**config.mk**
```make
export PLATFORM = sky130hd
export DESIGN_NAME = uart_rx_fifo
export DESIGN_NICKNAME = d
export VERILOG_FILES = /design/src/rtl/uart_rx_fifo.sv
export SDC_FILE = /design/constraint.sdc
export NUM_CORES = 1
export LEC_CHECK = 0
export ABC_AREA = 1
export ABC_CLOCK_PERIOD_IN_PS = 4250
export CORE_ASPECT_RATIO = 1.75
export CORE_MARGIN = 3
export CORE_UTILIZATION = 30
export DETAILED_ROUTE_END_ITERATION = 10
export PLACE_DENSITY = 0.47
export SLEW_MARGIN = 20
export SYNTH_ARGS = -nofsm -noshare
export SYNTH_HDL_FRONTEND = slang
export SYNTH_SLANG_ARGS = --single-unit
```
**constraint.sdc**
```tcl
create_clock -name sys_clk -period 4.25 [get_ports sys_clk]
set_clock_uncertainty 0.05 [all_clocks]
set_input_delay 0.85 -clock sys_clk [delete_from_list [all_inputs] [get_ports sys_clk]]
set_output_delay 0.85 -clock sys_clk [all_outputs]
set_load 0.005 [all_outputs]
```
**src/rtl/uart_rx_fifo.sv**
```systemverilog
// 16x-oversampling UART receiver (8N1; 8E1 when UART_RX_PARITY_EN is defined)
// feeding a first-word-fall-through byte FIFO with framing, parity and overrun flags.
module uart_rx_fifo #(
  parameter int FIFO_AW = 4
) (
  input  logic               sys_clk,
  input  logic               sys_rst,
  input  logic               uart_rx,
  input  logic [15:0]        divisor,
  output logic [7:0]         rx_data,
  output logic               rx_valid,
  input  logic               rx_ready,
  output logic               frame_err,
  output logic               parity_err,
  output logic               overrun,
  output logic [FIFO_AW:0]   fifo_level
);

  localparam int PW    = FIFO_AW + 1;
  localparam int DEPTH = 1 << FIFO_AW;

  typedef enum logic [2:0] {
    IDLE   = 3'd0,
    START  = 3'd1,
    DATA   = 3'd2,
`ifdef UART_RX_PARITY_EN
    PARITY = 3'd3,
`endif
    STOP   = 3'd4,
    BRK    = 3'd5
  } state_t;

  function automatic logic maj3(input logic a, input logic b, input logic c);
    return (a & b) | (a & c) | (b & c);
  endfunction

  function automatic logic even_par(input logic [7:0] d);
    return ^d;
  endfunction

  state_t          state, state_next;
  logic            sync1, rxs;
  logic [15:0]     tick_cnt, reload;
  logic            tick, t9, t15;
  logic [3:0]      phase;
  logic [2:0]      bit_idx;
  logic            samp7, samp8, maj;
  logic [7:0]      shreg;
  logic            par_bad;
  logic            leave_idle, shift_en, par_cap, push_req, frame_bad, par_fail;
  logic [FIFO_AW:0] wptr, rptr, wr_next, rd_next, level_next;
  logic            pop, push_ok, overflow;
  logic [7:0]      head_next;
  logic [7:0]      mem [DEPTH];

  assign reload = (divisor == 16'd0) ? 16'd0 : divisor - 16'd1;
  assign tick   = (tick_cnt == 16'd0);
  assign t9     = tick && (phase == 4'd9);
  assign t15    = tick && (phase == 4'd15);
  assign maj    = maj3(samp7, samp8, rxs);

  // two-flop synchronizer, idle-high after reset
  always_ff @(posedge sys_clk or posedge sys_rst) begin
    if (sys_rst) begin
      sync1 <= 1'b1;
      rxs   <= 1'b1;
    end else begin
      sync1 <= uart_rx;
      rxs   <= sync1;
    end
  end

  // oversample tick; re-phased on the start edge
  always_ff @(posedge sys_clk or posedge sys_rst) begin
    if (sys_rst) begin
      tick_cnt <= 16'd0;
    end else if (leave_idle || tick) begin
      tick_cnt <= reload;
    end else begin
      tick_cnt <= tick_cnt - 16'd1;
    end
  end

  // next-state and per-tick strobes
  always_comb begin
    state_next = state;
    leave_idle = 1'b0;
    shift_en   = 1'b0;
    par_cap    = 1'b0;
    push_req   = 1'b0;
    frame_bad  = 1'b0;
    par_fail   = 1'b0;
    case (state)
      IDLE: begin
        if (!rxs) begin
          state_next = START;
          leave_idle = 1'b1;
        end else begin
          state_next = IDLE;
        end
      end
      START: begin
        if (t9 && maj) begin
          state_next = IDLE;
        end else if (t15) begin
          state_next = DATA;
        end else begin
          state_next = START;
        end
      end
      DATA: begin
        shift_en = t9;
        if (t15 && (bit_idx == 3'd7)) begin
`ifdef UART_RX_PARITY_EN
          state_next = PARITY;
`else
          state_next = STOP;
`endif
        end else begin
          state_next = DATA;
        end
      end
`ifdef UART_RX_PARITY_EN
      PARITY: begin
        par_cap = t9;
        if (t15) begin
          state_next = STOP;
        end else begin
          state_next = PARITY;
        end
      end
`endif
      STOP: begin
        // leave at mid-stop so a slightly fast sender is still caught
        if (t9) begin
          if (!maj) begin
            frame_bad  = 1'b1;
            state_next = BRK;
          end else if (par_bad) begin
            par_fail   = 1'b1;
            state_next = IDLE;
          end else begin
            push_req   = 1'b1;
            state_next = IDLE;
          end
        end else begin
          state_next = STOP;
        end
      end
      BRK: begin
        if (rxs) begin
          state_next = IDLE;
        end else begin
          state_next = BRK;
        end
      end
      default: state_next = IDLE;
    endcase
  end

  // FSM state register
  always_ff @(posedge sys_clk or posedge sys_rst) begin
    if (sys_rst) begin
      state <= IDLE;
    end else begin
      state <= state_next;
    end
  end

  // bit timing, majority samples and data shift register
  always_ff @(posedge sys_clk or posedge sys_rst) begin
    if (sys_rst) begin
      phase   <= 4'd0;
      bit_idx <= 3'd0;
      samp7   <= 1'b1;
      samp8   <= 1'b1;
      shreg   <= 8'd0;
    end else begin
      if (state == IDLE) begin
        phase <= 4'd0;
      end else if (tick) begin
        phase <= phase + 4'd1;
      end
      if (state != DATA) begin
        bit_idx <= 3'd0;
      end else if (t15) begin
        bit_idx <= bit_idx + 3'd1;
      end
      if (tick && (phase == 4'd7)) samp7 <= rxs;
      if (tick && (phase == 4'd8)) samp8 <= rxs;
      if (shift_en) shreg <= {maj, shreg[7:1]};
    end
  end

`ifdef UART_RX_PARITY_EN
  // even-parity mismatch latched at the parity bit
  always_ff @(posedge sys_clk or posedge sys_rst) begin
    if (sys_rst) begin
      par_bad <= 1'b0;
    end else if (par_cap) begin
      par_bad <= (maj != even_par(shreg));
    end
  end
`else
  assign par_bad = 1'b0;
`endif

  assign pop        = rx_valid && rx_ready;
  assign overflow   = push_req && (fifo_level == PW'(DEPTH)) && !pop;
  assign push_ok    = push_req && !overflow;
  assign wr_next    = wptr + PW'(push_ok);
  assign rd_next    = rptr + PW'(pop);
  assign level_next = wr_next - rd_next;
  assign fifo_level = wptr - rptr;

  // head after this edge: the incoming byte when it lands in the head slot
  always_comb begin
    if (push_ok && (wptr[FIFO_AW-1:0] == rd_next[FIFO_AW-1:0])) begin
      head_next = shreg;
    end else begin
      head_next = mem[rd_next[FIFO_AW-1:0]];
    end
  end

  // FIFO storage
  always_ff @(posedge sys_clk) begin
    if (push_ok) mem[wptr[FIFO_AW-1:0]] <= shreg;
  end

  // FIFO pointers, registered head and error pulses
  always_ff @(posedge sys_clk or posedge sys_rst) begin
    if (sys_rst) begin
      wptr       <= {PW{1'b0}};
      rptr       <= {PW{1'b0}};
      rx_valid   <= 1'b0;
      rx_data    <= 8'h00;
      frame_err  <= 1'b0;
      parity_err <= 1'b0;
      overrun    <= 1'b0;
    end else begin
      wptr       <= wr_next;
      rptr       <= rd_next;
      rx_valid   <= (level_next != {PW{1'b0}});
      if (level_next != {PW{1'b0}}) rx_data <= head_next;
      frame_err  <= frame_bad;
      parity_err <= par_fail;
      overrun    <= overflow;
    end
  end

endmodule

```
==> summary.md <==
| Metric | Value |
|---|---|
| Pwr Density | around 650 mW/mm2 |
| Yosys warns | 0 |
| H-tree Lvls | 4 |
| EDFF count, synth | ~130 |
| Top FF cell, synth | edfxtp_1 |
| Final period util | 0.911 |
| Fillers | slightly below 3000 |
| Crit path DAT | about 4.2 ns |
| Placed insts | ~1300 |
| IO Pins | 37 |
| Gr ovfl total | 0 |
| Via/cell ratio | around 4.6 |
| Cells after Synth | 887 |
| Post-DP HPWL | between 15000 and 20000 um |
| Cts hold-fix bufs | 0 |
| Clk Latency, worst-skew pair | between 0.4 and 0.5 ns |
| Crit. End Element | flip-flop |
| Starting Density | 0.306 |
| Total GRT Usage | 0.149 |
| Worst path required time | ~4.5 ns |
| Initial DRC Count | between 200 and 300 |
| Tightest Hold Check Type | flip-flop to flip-flop |
| Cell Area, Synth | a little under 0.009 mm2 |
| Minimum clock period | between 3 and 4 ns |
| Setup crit start kind | flip-flop |
| Final hold slack | 0.307 ns |
| Floorplan row count | between 80 and 90 |
| Status | finished, final reports clean |
| Routed Antenna Nets | 0 |
| Fmax achieved | 258 MHz |
| Syn Nets | between 900 and 1000 |
| Register-to-register setup slack | approximately 0.38 ns |
| Hold Path Cell Cnt | 0 |
| Post-route setup TNS | 0 ns |
| Global-route wire length before repair | between 30000 and 40000 um |
| Drt wl/cell | roughly 17 um |
| Reg2reg end | rx_data[6]$_DFFE_PP0P_ |
| CP max FO | 9 |
| Yosys reg bits | 187 |
| Longest Clk Path Bufs | 2 |
| Die Ht | about 230 um |
| Hold EP | rxs$_DFF_PP1_ |
| Most frequent cells in the layout | 147 x nor2_1, 140 x nand2_1, 128 x edfxtp_1 |
| Share of layout cells above drive strength 1 | 0.0952 |
| Critical Path Slowest Stage Cell | dfrtp_2 |
| Least-Margin Pin Slew | slightly above 0.7 ns |
| Final hold vios | 0 |
| Die X | 135 um |
| Antenna cells | 0 |
| Pleak | between 4 and 5 nW |
| Syn-to-layout area delta | 17.3% |
| Clock root buffer | clkbuf_16 |
| WS Path Type | flip-flop to flip-flop |
| Avg Synthesized Cell Area | between 9 and 10 um2 |
| Largest net degree at the start of global routing | 68 |
| Synth unique cells | 42 |
| Seq/Total Area, Yosys | 0.606 |
| Number of CTS-inserted buffers | 17 |
| Endpoints failing setup | 0 |
| Initial antenna violation count | 0 |
| RD Place Congestion | 0.850 |
| CP Cell Sequence | inv_2 -> ha_1 -> inv_1 -> fa_1 -> or2_2 -> nor3_2 -> nand3_1 -> nand2_1 -> inv_1 -> ha_1 -> nand2_2 -> xor2_1 -> inv_2 -> ha_4 -> a21oi_1 -> nand2_1 -> xor2_1 -> nor3_2 -> nand3_4 -> nand3_1 -> nand2_1 |
| Final wirelength | 22400 um |
| Final std cells w/o fill | 1334 |
| Min-delay src | sync1$_DFF_PP1_ |
| Worst r2r src | wptr[0]$_DFF_PP0_ |
| CTS tree | built |
| Die area | 0.0315 mm2 |
| Number of buffers added on ports | 35 |
| DRT Pass-1 Iters | 4 |
| Crit-path max cell delay | about 0.44 ns |
| Vias in the first global route | 6373 |
| Leading cell type in the layout, fill and taps excluded | nor2_1 |
| # DRC | 0 |
| Nets@finish | 984 |
| Post-synth ARST share | 0.316 |
| DR vias | 6156 |
| Max Cap Viol | 0 |
| Clock transition at path regs | roughly 0.070 ns |
| Util after Layout | 0.359 |
| Slew margin rel. | 0.515 |
| Fin. max-slew vios | 0 |
| R2R cell count | 21 |
| Core ar. | roughly 0.029 mm2 |
| Maximum vdd drop | 388 uV |
| RSZ-0062 raised after global routing | no |
| # clock sinks | between 150 and 200 |
| Top cell by count, worst path | nand2_1 |
## per-layer routing
layer  GRT usage  up-vias  wire length (um)
met5           0        -                 0
met4      0.0637        0               674
met3      0.0225       28               504
met2       0.302       90             13400
met1       0.143     2927              7810
li1            -     3111                 -
## registers in the layout, summed over array words and instances, names as in the netlist, 3 cells and up
| signal | count |
|---|---|
| shreg | 8 |
| rptr | 5 |
| rx_data | 8 |
| tick_cnt | 16 |
| state | 3 |
| wptr | 5 |
| bit_idx | 3 |
| mem | 128 |
| phase | 4 |
## area by class of cell
type / instances / area [um2] / area share
sequential: 187 / 5330 / 0.516
clock inverter: 13 / 118 / 0.0114
timing repair buffer: 68 / 623 / 0.0604
multi-input combinational: 588 / 3040 / 0.294
clock buffer: 19 / 433 / 0.0420
inverter: 81 / 304 / 0.0295
tap: 378 / 473 / 0.0459
## power breakdown
part	internal [mW]	leakage [nW]	switching [mW]
clock	0.810	0.256	0.699
sequential	2.06	2.22	0.111
combinational	1.07	1.88	1.93
## kinds of logic after synthesis
family	after synthesis	share of synthesized area
AND/OR/NAND/NOR	381	0.186
flip-flops	187	0.606
adder cells (fa/ha/maj)	21	0.0307
other	1	0.000427
XOR/XNOR	31	0.0317
buffers and inverters	112	0.0522
AO/OA/AOI/OAI	154	0.0930
## Yosys cell counts, types with 9 or more instances
master,instances,area [um2]
nand3_1,52,260
edfxtp_1,128,3840
xor2_1,22,193
o21ai_1,13,65.1
o21ai_0,108,541
buf_2,13,65.1
nor2_1,147,552
ha_1,20,250
nand2_1,140,526
dfrtp_1,55,1380
nand4_1,17,106
o22ai_1,9,56.3
clkbuf_1,13,48.8
a21oi_1,10,50.1
inv_1,77,289
## per-stage QoR
step           power, mW  instance area (um2)  worst slack (ns)
6_report            6.68                10300             0.379
5_1_grt             7.23                10300            0.0303
4_1_cts             6.81                10300             0.170
3_5_place_dp        5.28                 9710             0.201
3_3_place_gp        5.27                 9710             0.326
2_1_floorplan       4.13                 8790            0.0859
## critical path, delay by kind of cell, from the launching register on
| kind | cells | cell delay (ns) |
|---|---|---|
| AND/OR/NAND/NOR | 10 | 1.49 |
| XOR/XNOR | 2 | 0.33 |
| flip-flops | 1 | 0.44 |
| AO/OA/AOI/OAI | 1 | 0.15 |
| adder cells (fa/ha/maj) | 4 | 1.00 |
| buffers and inverters | 4 | 0.29 |
## what timing repair did
action | in CTS | in global routing
gates resized for setup | 0 | 7
hold endpoints to repair | 0 | 0
endpoints found under the setup margin | 0 | 9
buffers inserted | 0 | 4
## worst max path at each step
stage	start	to	slack, ns	cells after the start
after detailed placement	wptr[0]$_DFF_PP0_	rx_data[2]$_DFFE_PP0P_	0.20	21
after global placement	wptr[0]$_DFF_PP0_	rx_data[3]$_DFFE_PP0P_	0.33	21
after CTS	wptr[0]$_DFF_PP0_	rx_data[6]$_DFFE_PP0P_	0.17	21
after floorplan	wptr[0]$_DFF_PP0_	rx_data[0]$_DFFE_PP0P_	0.09	22
final	wptr[0]$_DFF_PP0_	rx_data[6]$_DFFE_PP0P_	0.38	21
after global routing	tick_cnt[0]$_DFF_PP0_	rx_data[1]$_DFFE_PP0P_	0.03	21
Power figures use the tool's default switching activity.
